File: src/rtl/bp_pkg.sv
// Shared types and helpers for the fetch-stage branch predictor: 2-bit
// saturating counter encoding, reset/allocate values and the counter update.
package bp_pkg;

    typedef enum logic [1:0] {
        SNT = 2'b00,
        WNT = 2'b01,
        WT  = 2'b10,
        ST  = 2'b11
    } bp_ctr_t;

    localparam bp_ctr_t CTR_RESET = WNT;
    localparam bp_ctr_t CTR_ALLOC = WT;

    function automatic bp_ctr_t bp_ctr_next(input bp_ctr_t ctr, input logic taken);
        bp_ctr_t n;
        n = ctr;
        case (ctr)
            SNT:     n = taken ? WNT : SNT;
            WNT:     n = taken ? WT  : SNT;
            WT:      n = taken ? ST  : WNT;
            ST:      n = taken ? ST  : WT;
            default: n = ctr;
        endcase
        return n;
    endfunction

endpackage

File: src/rtl/bp_table.sv
// Direct-mapped predictor storage: per-entry valid/tag/target/counter with
// async reset, two combinational read ports (fetch, execute) and one write port.
module bp_table
    import bp_pkg::*;
#(
    parameter int INDEX_BITS = 4,
    parameter int TAG_W      = 26,
    parameter int PC_WIDTH   = 32
) (
    input  logic                  clk_i,
    input  logic                  rst_i,
    input  logic [INDEX_BITS-1:0] rd_idx_a,
    output logic                  rd_valid_a,
    output logic [TAG_W-1:0]      rd_tag_a,
    output logic [PC_WIDTH-1:0]   rd_target_a,
    output logic [1:0]            rd_ctr_a,
    input  logic [INDEX_BITS-1:0] rd_idx_b,
    output logic                  rd_valid_b,
    output logic [TAG_W-1:0]      rd_tag_b,
    output logic [PC_WIDTH-1:0]   rd_target_b,
    output logic [1:0]            rd_ctr_b,
    input  logic                  wr_en,
    input  logic [INDEX_BITS-1:0] wr_idx,
    input  logic [TAG_W-1:0]      wr_tag,
    input  logic [PC_WIDTH-1:0]   wr_target,
    input  logic [1:0]            wr_ctr
);

    localparam int ENTRIES = 1 << INDEX_BITS;

    logic                valid_q  [ENTRIES];
    logic [TAG_W-1:0]    tag_q    [ENTRIES];
    logic [PC_WIDTH-1:0] target_q [ENTRIES];
    bp_ctr_t             ctr_q    [ENTRIES];

    // Registers rather than a RAM: reset must clear every entry at once.
    for (genvar gi = 0; gi < ENTRIES; gi++) begin : g_entry
        logic                valid_reg;
        logic [TAG_W-1:0]    tag_reg;
        logic [PC_WIDTH-1:0] target_reg;
        bp_ctr_t             ctr_reg;

        always_ff @(posedge clk_i or posedge rst_i) begin
            if (rst_i) begin
                valid_reg  <= 1'b0;
                tag_reg    <= '0;
                target_reg <= '0;
                ctr_reg    <= CTR_RESET;
            end else if (wr_en && (wr_idx == INDEX_BITS'(gi))) begin
                valid_reg  <= 1'b1;
                tag_reg    <= wr_tag;
                target_reg <= wr_target;
                ctr_reg    <= bp_ctr_t'(wr_ctr);
            end
        end

        assign valid_q[gi]  = valid_reg;
        assign tag_q[gi]    = tag_reg;
        assign target_q[gi] = target_reg;
        assign ctr_q[gi]    = ctr_reg;
    end

    assign rd_valid_a  = valid_q[rd_idx_a];
    assign rd_tag_a    = tag_q[rd_idx_a];
    assign rd_target_a = target_q[rd_idx_a];
    assign rd_ctr_a    = ctr_q[rd_idx_a];

    assign rd_valid_b  = valid_q[rd_idx_b];
    assign rd_tag_b    = tag_q[rd_idx_b];
    assign rd_target_b = target_q[rd_idx_b];
    assign rd_ctr_b    = ctr_q[rd_idx_b];

endmodule

File: src/rtl/branch_predictor_f.sv
// Fetch-stage direction/target predictor: zero-latency lookup on the fetch PC,
// training from resolved Execute branches, and branch/mispredict counters.
module branch_predictor_f
    import bp_pkg::*;
#(
    parameter int PC_WIDTH   = 32,
    parameter int INDEX_BITS = 4,
    parameter int CNT_WIDTH  = 32
) (
    input  logic                 clk_i,
    input  logic                 rst_i,
    input  logic [PC_WIDTH-1:0]  PCF_i,
    output logic                 predictTakenF_o,
    output logic [PC_WIDTH-1:0]  predictPCF_o,
    input  logic                 branchE_i,
    input  logic [PC_WIDTH-1:0]  PCE_i,
    input  logic                 takenE_i,
    input  logic [PC_WIDTH-1:0]  targetE_i,
    input  logic                 predictTakenE_i,
    output logic [CNT_WIDTH-1:0] branchCount_o,
    output logic [CNT_WIDTH-1:0] mispredCount_o
);

    localparam int TAG_W = PC_WIDTH - INDEX_BITS - 2;

    logic [INDEX_BITS-1:0] f_idx;
    logic [TAG_W-1:0]      f_tag;
    logic                  f_valid;
    logic [TAG_W-1:0]      f_tag_q;
    logic [PC_WIDTH-1:0]   f_target;
    logic [1:0]            f_ctr;
    logic                  f_hit;

    logic [INDEX_BITS-1:0] e_idx;
    logic [TAG_W-1:0]      e_tag;
    logic                  e_valid;
    logic [TAG_W-1:0]      e_tag_q;
    logic [PC_WIDTH-1:0]   e_target;
    logic [1:0]            e_ctr;
    logic                  e_hit;

    logic                  wr_en;
    logic [PC_WIDTH-1:0]   wr_target;
    logic [1:0]            wr_ctr;

    logic [CNT_WIDTH-1:0]  branch_count_reg;
    logic [CNT_WIDTH-1:0]  branch_count_next;
    logic [CNT_WIDTH-1:0]  mispred_count_reg;
    logic [CNT_WIDTH-1:0]  mispred_count_next;

    // Instructions are word aligned, so the low two PC bits carry no information.
    logic unused_pc_bits;
    assign unused_pc_bits = ^{PCF_i[1:0], PCE_i[1:0]};

    assign f_idx = PCF_i[INDEX_BITS+1:2];
    assign f_tag = PCF_i[PC_WIDTH-1:INDEX_BITS+2];
    assign e_idx = PCE_i[INDEX_BITS+1:2];
    assign e_tag = PCE_i[PC_WIDTH-1:INDEX_BITS+2];

    bp_table #(
        .INDEX_BITS (INDEX_BITS),
        .TAG_W      (TAG_W),
        .PC_WIDTH   (PC_WIDTH)
    ) u_table (
        .clk_i       (clk_i),
        .rst_i       (rst_i),
        .rd_idx_a    (f_idx),
        .rd_valid_a  (f_valid),
        .rd_tag_a    (f_tag_q),
        .rd_target_a (f_target),
        .rd_ctr_a    (f_ctr),
        .rd_idx_b    (e_idx),
        .rd_valid_b  (e_valid),
        .rd_tag_b    (e_tag_q),
        .rd_target_b (e_target),
        .rd_ctr_b    (e_ctr),
        .wr_en       (wr_en),
        .wr_idx      (e_idx),
        .wr_tag      (e_tag),
        .wr_target   (wr_target),
        .wr_ctr      (wr_ctr)
    );

    // Lookup reads the table as it stands; a same-cycle write is not bypassed.
    assign f_hit           = f_valid && (f_tag_q == f_tag);
    assign predictTakenF_o = f_hit && f_ctr[1];
    assign predictPCF_o    = predictTakenF_o ? f_target : (PCF_i + PC_WIDTH'(4));

    assign e_hit = e_valid && (e_tag_q == e_tag);

    // Hits train in place; only a taken miss is worth an entry.
    always_comb begin
        wr_en     = 1'b0;
        wr_target = e_target;
        wr_ctr    = e_ctr;
        if (branchE_i) begin
            if (e_hit) begin
                wr_en  = 1'b1;
                wr_ctr = bp_ctr_next(bp_ctr_t'(e_ctr), takenE_i);
                if (takenE_i) begin
                    wr_target = targetE_i;
                end
            end else if (takenE_i) begin
                wr_en     = 1'b1;
                wr_target = targetE_i;
                wr_ctr    = CTR_ALLOC;
            end
        end
    end

    always_comb begin
        branch_count_next  = branch_count_reg;
        mispred_count_next = mispred_count_reg;
        if (branchE_i) begin
            branch_count_next = branch_count_reg + CNT_WIDTH'(1);
            if (predictTakenE_i != takenE_i) begin
                mispred_count_next = mispred_count_reg + CNT_WIDTH'(1);
            end
        end
    end

    always_ff @(posedge clk_i or posedge rst_i) begin
        if (rst_i) begin
            branch_count_reg  <= '0;
            mispred_count_reg <= '0;
        end else begin
            branch_count_reg  <= branch_count_next;
            mispred_count_reg <= mispred_count_next;
        end
    end

    assign branchCount_o  = branch_count_reg;
    assign mispredCount_o = mispred_count_reg;

endmodule

File: config.mk
export PLATFORM = sky130hd
export DESIGN_NAME = branch_predictor_f
export DESIGN_NICKNAME = d
export VERILOG_FILES = /design/src/rtl/bp_pkg.sv /design/src/rtl/bp_table.sv /design/src/rtl/branch_predictor_f.sv
export SDC_FILE = /design/constraint.sdc
export NUM_CORES = 2
export LEC_CHECK = 0
export CAP_MARGIN = 5
export CELL_PAD_IN_SITES_DETAIL_PLACEMENT = 1
export CELL_PAD_IN_SITES_GLOBAL_PLACEMENT = 2
export CORE_MARGIN = 5
export CORE_UTILIZATION = 47
export DETAILED_ROUTE_END_ITERATION = 8
export GPL_TIMING_DRIVEN = 0
export PLACE_DENSITY = 0.81
export SETUP_SLACK_MARGIN = 0.3
export SYNTH_ARGS = -nofsm -noshare
export SYNTH_HDL_FRONTEND = slang
export SYNTH_SLANG_ARGS = --single-unit
File: constraint.sdc
create_clock -name clk_i -period 59.6 [get_ports clk_i]
set_input_delay 17.88 -clock clk_i [delete_from_list [all_inputs] [get_ports clk_i]]
set_output_delay 17.88 -clock clk_i [all_outputs]
set_load 0.02 [all_outputs]
==> results.json <==
{
  "whs_ns": 0.4700,
  "num_vias": 37720,
  "yosys.area.top_type": "dfrtp_1",
  "ant_nets": 0,
  "gp_congestion": 0.9147,
  "synth_common_cells": "dfrtp_1 (1024), mux4_2 (536), mux2_4 (500)",
  "yosysUniqueCellTypes": 70,
  "critPathCaptureType": "output port",
  "core.rowCount": 129,
  "place_area_um2": 62950,
  "hold_class": "flop to flop",
  "cts_sinks": 1040,
  "cts_repair_resize_count": 0,
  "drive_gt1_frac": 0.4512,
  "synth.most_common_cell": "dfrtp_1",
  "core_um2": 124100,
  "rr_startpoint": "u_table.g_entry[11].tag_reg[19]$_DFFE_PP0P_",
  "slowest_stage": "buf_1",
  "numCtsBuffers": 116,
  "async_flop_share": 1.000,
  "synth_seq_area_share": 0.4423,
  "cts_setup_buffers": 0,
  "synth_nets": 3775,
  "cp_top_family": "buffers and inverters",
  "dp.cells": 5490,
  "maxCapViolCount": 0,
  "grt.overflow.total": 0,
  "ctsHoldBuffers": 0,
  "critPathMostFrequentCell": "clkbuf_1",
  "worst_pin_slew_ns": 1.448,
  "clk_latency_ns": 0.78,
  "power_density_nw_per_um2": 31.76,
  "critPathRequiredTime_ns": 41.72,
  "fmax_ghz": 0.02249,
  "dr.pass1.iters": 7,
  "drv_slew": 0,
  "routed-wl-met2_mm": 96.39,
  "irDropWorstVdd_mv": 0.03082,
  "critical_path_class": "input pin to output port",
  "die_y_um": 364.0,
  "ys_seq_elements": 1040,
  "wl_met1_mm": 88.02,
  "cp_cell_sequence": "clkdlybuf4s50_1, clkbuf_1, clkbuf_1, clkbuf_1, buf_1, mux4_2, mux4_2, xnor2_1, nand4_1, nor4_4, buf_8, clkbuf_1, nand2_1, o21ai_0, clkdlybuf4s50_1",
  "cp-endpoint": "predictPCF_o[2]",
  "grt_usage": 0.3207,
  "arrival_ns": 26.58,
  "p_leak_nw": 28.77,
  "crit_fanout": 10,
  "final_cell_area_um2": 67040,
  "syn_area_um2": 58880,
  "drtIter0Drc": 4150,
  "fin_crit_sh": 0.7460,
  "synth_flop_cell": "dfrtp_1",
  "grt_pass1_wl_mm": 303.6,
  "final_cells": 5718,
  "dp_hpwl_mm": 144.6,
  "path_clk_slew_ns": 0.05,
  "final.setup.tns_ns": 0,
  "met3WireLength_mm": 18.28,
  "grt_pass1_vias": 39740,
  "outcome": "finished clean",
  "dieWidth_um": 364.0,
  "synth.area.top_cells": "dfrtp_1 (44%), mux4_2 (21%), mux2_4 (13%)",
  "start_util": 0.4744,
  "cts_buffer_depth": 3,
  "io_buffers": 170,
  "cpPeakStageDelay_ns": 1.11,
  "grt_max_degree": 129,
  "rsz0062_at_grt": "false",
  "relSlewSlack": 0.03107,
  "nets": 4078,
  "worst_setup_path_start_kind": "input pin",
  "highest_layer": "met5",
  "min_period_ns": 44.46,
  "cts_root_buffer": "clkbuf_16",
  "cts_tree": "yes",
  "skew_ns": 0.06077,
  "synth.top_cell.area_share": 0.4352,
  "synth_edf_count": 0,
  "htree_levels": 3,
  "netlist_instances": 3671,
  "path_depth": 15,
  "critPathBufInv": 8,
  "drt_wl_total_mm": 211.9,
  "hold_viol": 0,
  "regToRegEndpoint": "u_table.g_entry[9].tag_reg[3]$_DFFE_PP0P_",
  "drc_errors": 0,
  "avgSynthCellArea_um2": 16.04,
  "startpoint": "PCF_i[3]",
  "setup_viol": 0,
  "largest_register_ffs": 512,
  "synthToLayoutAreaGrowth_pct": 13.85,
  "antenna_found_initial": 9,
  "r2r_cells": 11,
  "die_area_um2": 132500,
  "via_per_inst": 6.597,
  "io_pins": 198,
  "fill_cells": 11540,
  "yosysWarnings": 0,
  "reg2reg_slack_ns": 53.58,
  "wire_per_inst_um": 37.05
}
placed cells by master, fill, tap and decap left out, types with 17 or more instances in the layout:
cell type,netlist,layout
nand4_1,27,27
xnor2_1,114,114
nor2_1,44,44
clkbuf_1,156,175
buf_2,44,48
mux2_2,379,379
inv_1,19,18
xor2_1,43,43
clkbuf_16,0,116
buf_1,42,38
nand3_1,57,57
buf_4,39,39
o22a_1,17,17
clkinv_2,0,29
and3_1,22,22
clkbuf_8,0,29
mux2i_1,86,86
o21ai_0,67,67
mux4_2,536,536
nand2_1,96,96
mux2_1,100,100
mux2_4,500,500
dfrtp_1,1024,1024
clkdlybuf4s50_1,0,170
buf_12,61,61
stage by stage:
stage | utilization | setup slack [ns] | total power, mW
5_1_grt | 0.5400 | 15.24 | 2.204
3_5_place_dp | 0.5072 | 15.39 | 1.361
4_1_cts | 0.5397 | 15.37 | 2.132
2_1_floorplan | - | 12.48 | 1.209
6_report | 0.5401 | 15.14 | 2.129
3_3_place_gp | 0.5046 | -0.5987 | 1.342
routing by layer:
metal / track usage / up-vias
met1: 0.4471 / 20860
met2: 0.4911 / 1724
li1: - / 14680
met3: 0.07913 / 455
met4: 0.1212 / 6
met5: 0 / -
worst min-delay path by stage:
stage / from / endpoint / slack (ns) / cells past startpoint
2_1_floorplan: u_table.g_entry[15].valid_reg$_DFFE_PP0P_ / u_table.g_entry[15].valid_reg$_DFFE_PP0P_ / 0.46 / 1
4_1_cts: mispredCount_o[31]$_DFFE_PP0P_ / mispredCount_o[31]$_DFFE_PP0P_ / 0.48 / 1
3_5_place_dp: mispredCount_o[31]$_DFFE_PP0P_ / mispredCount_o[31]$_DFFE_PP0P_ / 0.46 / 1
3_3_place_gp: branchCount_o[31]$_DFFE_PP0P_ / branchCount_o[31]$_DFFE_PP0P_ / 0.46 / 1
6_report: mispredCount_o[31]$_DFFE_PP0P_ / mispredCount_o[31]$_DFFE_PP0P_ / 0.47 / 1
5_1_grt: mispredCount_o[31]$_DFFE_PP0P_ / mispredCount_o[31]$_DFFE_PP0P_ / 0.50 / 1
layout make-up:
type,instances,area (um^2),share of cell area
Multi-Input combinational cell,2261,30210,0.4506
Sequential cell,1040,26050,0.3885
Clock buffer,166,3381,0.05043
Inverter,20,82.58,0.001232
Antenna cell,5,12.51,0.0001866
Timing Repair Buffer,185,2036,0.03037
Buffer,350,2569,0.03832
Clock inverter,54,655.6,0.009780
Tap cell,1637,2048,0.03055
kinds of logic after synthesis:
family | synth area share
muxes | 0.4390
DFF | 0.4423
buffers and inverters | 0.04477
and+or+nand+nor | 0.03100
AOI/OAI and AO/OA | 0.01881
xor gates and xnor gates | 0.02335
adders and majority gates | 0.0008075
where the power goes:
group	leakage (nW)	total, mW	internal, mW	switching, mW
clock	2.00	0.769	0.447	0.322
sequential	13.7	0.904	0.813	0.0916
combinational	13.1	0.456	0.254	0.202
total	28.8	2.13	1.51	0.616
No activity file was read; power rests on OpenSTA's default activity.
